===== src/rtl/simd_loop_replay_ctrl.sv =====
// Issue stage ahead of the SIMD iterator address generator: registered passthrough,
// loop-body capture and in-place replay. Optional replay counter under SIMD_LOOP_PERF_CNT_EN.
module simd_loop_replay_ctrl #(
    parameter int NS_ID_BITS       = 3,
    parameter int NS_INDEX_ID_BITS = 5,
    parameter int OPCODE_BITS      = 4,
    parameter int FUNCTION_BITS    = 4,
    parameter int INST_WIDTH       = 32,
    parameter int MAX_BODY         = 16,
    parameter int BODY_ADDR_BITS   = 4,
    parameter int LOOP_CNT_BITS    = 16
) (
    input  logic                        clk,
    input  logic                        reset,
    input  logic                        inst_valid,
    input  logic [INST_WIDTH-1:0]       inst_data,
    output logic                        inst_ready,
    output logic                        out_valid,
    output logic [OPCODE_BITS-1:0]      opcode,
    output logic [FUNCTION_BITS-1:0]    fn,
    output logic [NS_ID_BITS-1:0]       dest_ns_id,
    output logic [NS_INDEX_ID_BITS-1:0] dest_ns_index_id,
    output logic [NS_ID_BITS-1:0]       src1_ns_id,
    output logic [NS_INDEX_ID_BITS-1:0] src1_ns_index_id,
    output logic [NS_ID_BITS-1:0]       src2_ns_id,
    output logic [NS_INDEX_ID_BITS-1:0] src2_ns_index_id,
    output logic                        in_single_loop,
    output logic                        loop_done,
    output logic [LOOP_CNT_BITS-1:0]    iter_count,
    output logic                        loop_err
`ifdef SIMD_LOOP_PERF_CNT_EN
    ,
    output logic [31:0]                 replay_count
`endif
);

    // state   | meaning
    // PASS    | forward instructions, decode loop config
    // CAPTURE | forward and record the first pass of the loop body
    // REPLAY  | reissue the recorded body from the buffer, upstream stalled

    localparam int BL_W    = BODY_ADDR_BITS + 1;
    localparam int OP_LSB  = INST_WIDTH - OPCODE_BITS;
    localparam int FN_LSB  = OP_LSB - FUNCTION_BITS;
    localparam int DID_LSB = FN_LSB - NS_ID_BITS;
    localparam int DIX_LSB = DID_LSB - NS_INDEX_ID_BITS;
    localparam int S1D_LSB = DIX_LSB - NS_ID_BITS;
    localparam int S1X_LSB = S1D_LSB - NS_INDEX_ID_BITS;
    localparam int S2D_LSB = S1X_LSB - NS_ID_BITS;
    localparam int S2X_LSB = S2D_LSB - NS_INDEX_ID_BITS;

    localparam logic [OPCODE_BITS-1:0]   LOOP_OPC = OPCODE_BITS'(4'b1001);
    localparam logic [FUNCTION_BITS-1:0] FN_SET   = FUNCTION_BITS'(0);
    localparam logic [FUNCTION_BITS-1:0] FN_BODY  = FUNCTION_BITS'(1);
    localparam logic [15:0]              MAX_BODY_W = 16'(MAX_BODY);

    typedef enum logic [1:0] {
        ST_PASS,
        ST_CAPTURE,
        ST_REPLAY
    } state_t;

    state_t                    state;
    logic [LOOP_CNT_BITS-1:0]  loop_total;
    logic [BL_W-1:0]           body_len;
    logic [BL_W-1:0]           wcnt;
    logic [BODY_ADDR_BITS-1:0] rptr;
    logic [INST_WIDTH-1:0]     body_buf [MAX_BODY];

    logic                      accept;
    logic                      is_set;
    logic                      is_body;
    logic                      is_cfg;
    logic [15:0]               imm;
    logic [BL_W-1:0]           body_last;
    logic                      issue_en;
    logic [INST_WIDTH-1:0]     issue_word;

    assign inst_ready = (state != ST_REPLAY);
    assign accept     = inst_valid && inst_ready;
    assign imm        = inst_data[15:0];
    assign is_set     = (inst_data[INST_WIDTH-1:OP_LSB] == LOOP_OPC) &&
                        (inst_data[OP_LSB-1:FN_LSB] == FN_SET);
    assign is_body    = (inst_data[INST_WIDTH-1:OP_LSB] == LOOP_OPC) &&
                        (inst_data[OP_LSB-1:FN_LSB] == FN_BODY);
    assign is_cfg     = is_set || is_body;
    assign body_last  = body_len - BL_W'(1);

    always_comb begin
        issue_en   = 1'b0;
        issue_word = inst_data;
        if (state == ST_REPLAY) begin
            issue_en   = 1'b1;
            issue_word = body_buf[rptr];
        end else if (accept && !is_cfg) begin
            issue_en = 1'b1;
        end
    end

    // Buffer contents are don't-care after reset, so it carries no reset.
    always_ff @(posedge clk) begin
        if (state == ST_CAPTURE && accept && !is_cfg) begin
            body_buf[wcnt[BODY_ADDR_BITS-1:0]] <= inst_data;
        end
    end

    always_ff @(posedge clk) begin
        if (reset) begin
            state            <= ST_PASS;
            loop_total       <= '0;
            body_len         <= '0;
            wcnt             <= '0;
            rptr             <= '0;
            iter_count       <= '0;
            loop_err         <= 1'b0;
            loop_done        <= 1'b0;
            out_valid        <= 1'b0;
            in_single_loop   <= 1'b0;
            opcode           <= '0;
            fn               <= '0;
            dest_ns_id       <= '0;
            dest_ns_index_id <= '0;
            src1_ns_id       <= '0;
            src1_ns_index_id <= '0;
            src2_ns_id       <= '0;
            src2_ns_index_id <= '0;
        end else begin
            out_valid      <= issue_en;
            in_single_loop <= issue_en && (state == ST_REPLAY);
            loop_done      <= 1'b0;
            if (issue_en) begin
                opcode           <= issue_word[INST_WIDTH-1:OP_LSB];
                fn               <= issue_word[OP_LSB-1:FN_LSB];
                dest_ns_id       <= issue_word[FN_LSB-1:DID_LSB];
                dest_ns_index_id <= issue_word[DID_LSB-1:DIX_LSB];
                src1_ns_id       <= issue_word[DIX_LSB-1:S1D_LSB];
                src1_ns_index_id <= issue_word[S1D_LSB-1:S1X_LSB];
                src2_ns_id       <= issue_word[S1X_LSB-1:S2D_LSB];
                src2_ns_index_id <= issue_word[S2D_LSB-1:S2X_LSB];
            end

            case (state)
                ST_PASS: begin
                    iter_count <= '0;
                    if (accept && is_set) begin
                        loop_total <= (imm == 16'd0) ? LOOP_CNT_BITS'(1) : LOOP_CNT_BITS'(imm);
                    end else if (accept && is_body) begin
                        if (imm == 16'd0) begin
                            loop_done <= 1'b1;
                        end else begin
                            if (imm > MAX_BODY_W) begin
                                loop_err <= 1'b1;
                                body_len <= BL_W'(MAX_BODY);
                            end else begin
                                body_len <= imm[BL_W-1:0];
                            end
                            wcnt  <= '0;
                            state <= ST_CAPTURE;
                        end
                    end
                end

                ST_CAPTURE: begin
                    if (accept && is_cfg) begin
                        loop_err <= 1'b1;
                    end else if (accept) begin
                        if (wcnt == body_last) begin
                            // A reset-default loop_total of 0 counts as a single pass.
                            if (loop_total <= LOOP_CNT_BITS'(1)) begin
                                loop_done <= 1'b1;
                                state     <= ST_PASS;
                            end else begin
                                iter_count <= LOOP_CNT_BITS'(1);
                                rptr       <= '0;
                                state      <= ST_REPLAY;
                            end
                        end else begin
                            wcnt <= wcnt + BL_W'(1);
                        end
                    end
                end

                ST_REPLAY: begin
                    if ({1'b0, rptr} == body_last) begin
                        rptr <= '0;
                        if (iter_count == loop_total - LOOP_CNT_BITS'(1)) begin
                            loop_done <= 1'b1;
                            state     <= ST_PASS;
                        end else begin
                            iter_count <= iter_count + LOOP_CNT_BITS'(1);
                        end
                    end else begin
                        rptr <= rptr + BODY_ADDR_BITS'(1);
                    end
                end

                default: state <= ST_PASS;
            endcase
        end
    end

`ifdef SIMD_LOOP_PERF_CNT_EN
    always_ff @(posedge clk) begin
        if (reset) begin
            replay_count <= '0;
        end else if (state == ST_REPLAY && replay_count != 32'hFFFF_FFFF) begin
            replay_count <= replay_count + 32'd1;
        end
    end
`endif

endmodule


===== config.mk =====
export PLATFORM = sky130hd
export DESIGN_NAME = simd_loop_replay_ctrl
export DESIGN_NICKNAME = d
export VERILOG_FILES = /design/src/rtl/simd_loop_replay_ctrl.sv
export SDC_FILE = /design/constraint.sdc
export NUM_CORES = 1
export LEC_CHECK = 0
export ABC_CLOCK_PERIOD_IN_PS = 5900
export CAP_MARGIN = 15
export CORE_MARGIN = 2
export CORE_UTILIZATION = 55
export CTS_BUF_LIST = sky130_fd_sc_hd__clkbuf_4 sky130_fd_sc_hd__clkbuf_8
export CTS_CLUSTER_DIAMETER = 60
export DETAILED_ROUTE_END_ITERATION = 12
export PLACE_DENSITY = 0.73
export SYNTH_ARGS = -nofsm -noshare
export SYNTH_HDL_FRONTEND = slang
export SYNTH_SLANG_ARGS = --single-unit

===== constraint.sdc =====
create_clock -name clk -period 5.9 [get_ports clk]
set_clock_uncertainty 0.15 [all_clocks]
set_input_delay 1.18 -clock clk [delete_from_list [all_inputs] [get_ports clk]]
set_output_delay 1.18 -clock clk [all_outputs]
set_load 0.05 [all_outputs]

==> run_summary.xml <==
<?xml version="1.0" encoding="UTF-8"?>
<metrics>
  <group name="worst_setup_path">
    <metric name="timing.critical_path.cells" unit="">clkdlybuf4s50_1 &gt; nor4b_1 &gt; nand3_1 &gt; and3_1 &gt; and4_4 &gt; a21oi_1 &gt; or3_1 &gt; o21bai_1 &gt; nor2_1</metric>
    <metric name="critical_path.endpoint_type" unit="">register</metric>
    <metric name="r2r_slack" unit="ns">2.21</metric>
    <metric name="critical-path-slowest-cell" unit="">sky130_fd_sc_hd__o21bai_1</metric>
    <metric name="worst_ep_arrival_time" unit="ns">5.16</metric>
    <metric name="crit-reg2reg-launch" unit="">loop_total[0]</metric>
    <metric name="critPathMaxFanout" unit="">18</metric>
    <metric name="critical_path.reg2reg.endpoint" unit="">iter_count[10]</metric>
    <metric name="worstSetupPathType" unit="">primary input to register</metric>
    <metric name="worst-r2r-cell-count" unit="">11</metric>
    <metric name="worst_path_largest_cell_delay" unit="ns">0.79</metric>
    <metric name="required" unit="ns">6.27</metric>
    <metric name="startpoint_type" unit="">primary input</metric>
  </group>
  <group name="final_layout">
    <metric name="antennaDiodeCount" unit="">0</metric>
    <metric name="num-nets-final" unit="">1494</metric>
    <metric name="layout.cell_area.non_filler" unit="um^2">27400</metric>
    <metric name="areaGrowthSynthToFinish" unit="%">15.1</metric>
    <metric name="drive_above_1_share" unit="%">25.9</metric>
  </group>
  <group name="synth">
    <metric name="synthSimpleGateAreaFrac" unit="%">4.83</metric>
    <metric name="syn_avg_cell_area" unit="um^2">18.3</metric>
    <metric name="postSynthNetCount" unit="">1351</metric>
    <metric name="synth_enable_flop_cells" unit="">512</metric>
    <metric name="yosys-top-cells-count" unit="">512 x sky130_fd_sc_hd__edfxtp_1, 160 x sky130_fd_sc_hd__mux4_2, 91 x sky130_fd_sc_hd__nand2_1, 88 x sky130_fd_sc_hd__dfxtp_1, 64 x sky130_fd_sc_hd__a21oi_1</metric>
    <metric name="synth_top_family_by_area" unit="">multiplexers</metric>
    <metric name="synth_async_sr_flop_share" unit="%">0</metric>
    <metric name="number_of_warnings_issued_by_yosys" unit="">0</metric>
    <metric name="syn_area" unit="um^2">23800</metric>
    <metric name="synth.lib_cells_used.distinct" unit="">60</metric>
    <metric name="synth_top_flop_cell" unit="">sky130_fd_sc_hd__edfxtp_1</metric>
    <metric name="yosys-mux-area-fraction" unit="%">15.3</metric>
    <metric name="yosys_register_bits" unit="">600</metric>
    <metric name="proportion_of_netlist_area_held_by_the_largest_area_contributor" unit="%">64.5</metric>
    <metric name="synth_xor_area_share" unit="%">1.29</metric>
    <metric name="synth-compound-area-share" unit="%">4.39</metric>
    <metric name="yosysMostFrequentCell" unit="">sky130_fd_sc_hd__edfxtp_1</metric>
    <metric name="synth.yosys.seq_area_share" unit="%">71.9</metric>
    <metric name="synthCells" unit="">1303</metric>
    <metric name="synth.top_cells.by_area" unit="">sky130_fd_sc_hd__edfxtp_1 64%, sky130_fd_sc_hd__mux4_2 15%, sky130_fd_sc_hd__dfxtp_1 7.4%</metric>
    <metric name="synth.largest_area_cell" unit="">sky130_fd_sc_hd__edfxtp_1</metric>
    <metric name="synthAdderAreaFrac" unit="%">0.682</metric>
  </group>
  <group name="timing">
    <metric name="worst_max_slew_pin_slew" unit="ns">1.08</metric>
    <metric name="fmax" unit="MHz">209</metric>
    <metric name="maxSlewViolCount" unit="">0</metric>
    <metric name="timing.final.crit_period" unit="ns">4.79</metric>
    <metric name="timing.setup.tns" unit="ns">0</metric>
    <metric name="hold_violations" unit="">0</metric>
    <metric name="timing.final.ws_setup" unit="ns">1.11</metric>
    <metric name="post-route-period-util" unit="%">81.2</metric>
    <metric name="slew_headroom" unit="%">27.7</metric>
    <metric name="finalSetupViolCount" unit="">0</metric>
    <metric name="grt_setup_unrepaired" unit="">false</metric>
  </group>
  <group name="pwr">
    <metric name="netSwitchingPower" unit="W">0.00178</metric>
    <metric name="logic_pwr_share" unit="%">3.1</metric>
    <metric name="pwr-share-clk" unit="%">41.4</metric>
    <metric name="vdd.ir_drop.worst" unit="mV">0.187</metric>
    <metric name="power_density" unit="nW/um^2">304</metric>
    <metric name="pwr-share-seq" unit="%">55.5</metric>
    <metric name="power_internal" unit="W">0.00656</metric>
    <metric name="power_leakage" unit="nW">8.46</metric>
    <metric name="switching_share" unit="%">21.3</metric>
  </group>
  <group name="routing">
    <metric name="drt.antenna.violating_nets" unit="">0</metric>
    <metric name="post-route-drc-count" unit="">0</metric>
    <metric name="routed_wirelength_normalized_by_instance_count" unit="um">25.7</metric>
    <metric name="drtPass1Iterations" unit="">5</metric>
    <metric name="iteration_0_drc_markers" unit="">1503</metric>
    <metric name="routed_wire_length" unit="um">54200</metric>
    <metric name="vias_per_cell" unit="">6.17</metric>
    <metric name="vias" unit="">13040</metric>
  </group>
  <group name="clock_network">
    <metric name="clk-insertion-delay-late" unit="ns">0.67</metric>
    <metric name="clk_transition_reported_paths" unit="ns">0.06</metric>
    <metric name="cts-hold-fix-buffers" unit="">0</metric>
    <metric name="clock_sink_count" unit="">600</metric>
    <metric name="cts.repair_timing.setup_buffer_count" unit="">0</metric>
    <metric name="clockRootBuffer" unit="">sky130_fd_sc_hd__clkbuf_8</metric>
    <metric name="cts.path.max_buffers" unit="">3</metric>
    <metric name="htreeDepth" unit="">3</metric>
    <metric name="number_of_buffers_created_by_cts" unit="">94</metric>
    <metric name="ctsResizeCount" unit="">0</metric>
    <metric name="cts_tree" unit="">yes</metric>
  </group>
  <group name="grt">
    <metric name="grt_antenna_before_repair" unit="">0</metric>
    <metric name="first_global_vias" unit="">13181</metric>
    <metric name="grt_first_pass_wirelength" unit="um">81300</metric>
    <metric name="overflow" unit="">0</metric>
    <metric name="grt_max_degree" unit="">66</metric>
    <metric name="grtUsageTotal" unit="%">25.0</metric>
  </group>
  <group name="floorplanning">
    <metric name="die-area" unit="um^2">45000</metric>
    <metric name="core_area" unit="um^2">42900</metric>
    <metric name="start_util" unit="%">55.6</metric>
    <metric name="die_height" unit="um">212</metric>
    <metric name="die_w" unit="um">212</metric>
    <metric name="std_cell_rows" unit="">76</metric>
    <metric name="floorplan.io_pins" unit="">88</metric>
  </group>
  <group name="min_path">
    <metric name="timing.hold.worst_path_depth" unit="">2</metric>
    <metric name="hold_path.class" unit="">register to register</metric>
    <metric name="hold_path.startpoint" unit="">fn[0]</metric>
    <metric name="worst_hold_path.endpoint" unit="">fn[0]</metric>
  </group>
  <group name="job">
    <metric name="cap_violations" unit="">0</metric>
  </group>
  <group name="placed_design">
    <metric name="dp_hpwl" unit="um">30600</metric>
    <metric name="dpl_cell_area" unit="um^2">25600</metric>
    <metric name="place.port_buffers" unit="">87</metric>
    <metric name="globalplace.congestion" unit="">0.800</metric>
    <metric name="pre_cts_ws" unit="ns">0.449</metric>
  </group>
  <group name="outcome">
    <metric name="run_status" unit="">finished, final reports clean</metric>
  </group>
</metrics>
[kinds of logic (layout without fill, tap and decap cells)]
| family | Yosys count | after routing |
|---|---|---|
| flops | 600 | 600 |
| simple gates | 241 | 241 |
| mux | 165 | 165 |
| compound gates | 155 | 155 |
| buf+inv | 94 | 318 |
| xor+xnor | 35 | 35 |
| fa+ha+maj | 13 | 13 |
[registers in the layout (all words and copies together) (netlist names), named ones only]
register / cells
body_buf: 512
iter_count: 16
loop_total: 16
body_len: 5
dest_ns_index_id: 5
src1_ns_index_id: 5
src2_ns_index_id: 5
wcnt: 5
fn: 4
opcode: 4
rptr: 4
dest_ns_id: 3
src1_ns_id: 3
src2_ns_id: 3
state: 2
in_single_loop: 1
loop_done: 1
loop_err: 1
out_valid: 1
[cell type report]
type | instances | area (um^2)
flip-flops and latches | 600 | 17100
multi-input cells | 609 | 6440
clock inverters | 31 | 168
repair buffers | 124 | 1170
inverters | 17 | 63.8
fillers | 2907 | 15400
clock buffers | 146 | 1720
well taps | 585 | 732
[cell usage in the layout (no fill, tap or decap), types with 5 or more instances in the layout]
cell | netlist | final
sky130_fd_sc_hd__inv_1 | 17 | 16
sky130_fd_sc_hd__clkinv_2 | 0 | 13
sky130_fd_sc_hd__mux4_2 | 160 | 160
sky130_fd_sc_hd__clkinv_1 | 0 | 13
sky130_fd_sc_hd__nand2_1 | 91 | 91
sky130_fd_sc_hd__clkdlybuf4s50_1 | 0 | 86
sky130_fd_sc_hd__or3_1 | 11 | 11
sky130_fd_sc_hd__edfxtp_1 | 512 | 512
sky130_fd_sc_hd__nor3_1 | 13 | 13
sky130_fd_sc_hd__nand3_1 | 19 | 19
sky130_fd_sc_hd__dfxtp_1 | 88 | 84
sky130_fd_sc_hd__clkbuf_4 | 0 | 46
sky130_fd_sc_hd__clkbuf_8 | 0 | 100
sky130_fd_sc_hd__buf_4 | 1 | 35
sky130_fd_sc_hd__a211oi_1 | 8 | 8
sky130_fd_sc_hd__o31ai_1 | 5 | 5
sky130_fd_sc_hd__a32oi_1 | 26 | 26
sky130_fd_sc_hd__nor4_1 | 7 | 7
sky130_fd_sc_hd__and3_1 | 6 | 6
sky130_fd_sc_hd__a22oi_1 | 7 | 7
sky130_fd_sc_hd__a221oi_1 | 7 | 7
sky130_fd_sc_hd__o21ai_0 | 15 | 15
sky130_fd_sc_hd__nor2_1 | 59 | 43
sky130_fd_sc_hd__ha_1 | 13 | 12
sky130_fd_sc_hd__a21oi_1 | 64 | 64
sky130_fd_sc_hd__xnor2_1 | 21 | 21
sky130_fd_sc_hd__xor2_1 | 14 | 14
sky130_fd_sc_hd__nor2_4 | 0 | 16
sky130_fd_sc_hd__nand4_1 | 6 | 6
[metal layers]
metal / track usage [%] / wire, um / vias up
met2: 39.0 / 25700 / 633
met4: 8.60 / 1250 / 0
li1: - / - / 5594
met5: 0 / 0 / -
met1: 35.4 / 22400 / 6721
met3: 5.55 / 4880 / 92
[per-stage QoR]
stage | std cells | power (W) | utilization (%) | hold slack [ns]
6_report | 2112 | 0.00834 | 64.0 | 0.334
3_3_place_gp | 1935 | 0.00497 | 59.6 | 0.303
2_1_floorplan | 1303 | 0.00483 | - | 0.302
5_1_grt | 2112 | 0.00859 | 64.0 | 0.347
3_5_place_dp | 1935 | 0.00497 | 59.6 | 0.331
4_1_cts | 2112 | 0.00841 | 64.0 | 0.339
[power groups by stage]
stage	Clock [W]	Sequential, W	Combinational (W)
floorplan	0	0.00476	0.0000685
global placement	0	0.00472	0.000250
CTS	0.00352	0.00463	0.000257
finish	0.00345	0.00463	0.000257
detailed placement	0	0.00472	0.000257
global route	0.00368	0.00463	0.000274
[critical path: cells and delay by family]
family | cells | cell delay, ns
compound gates | 2 | 0.86
simple gates | 6 | 2.35
buf+inv | 1 | 0.76
[how the worst max path moves through the flow]
stage                   from              end  cells past startpoint
2_1_floorplan  inst_data[31]   body_buf[5][0]                      7
3_3_place_gp   inst_data[31]   iter_count[11]                      9
3_5_place_dp   inst_data[31]   iter_count[11]                      9
4_1_cts        inst_data[31]  body_buf[9][18]                      7
5_1_grt        inst_data[31]    iter_count[3]                      9
6_report       inst_data[31]   iter_count[10]                      9
Power figures use the tool's default switching activity.
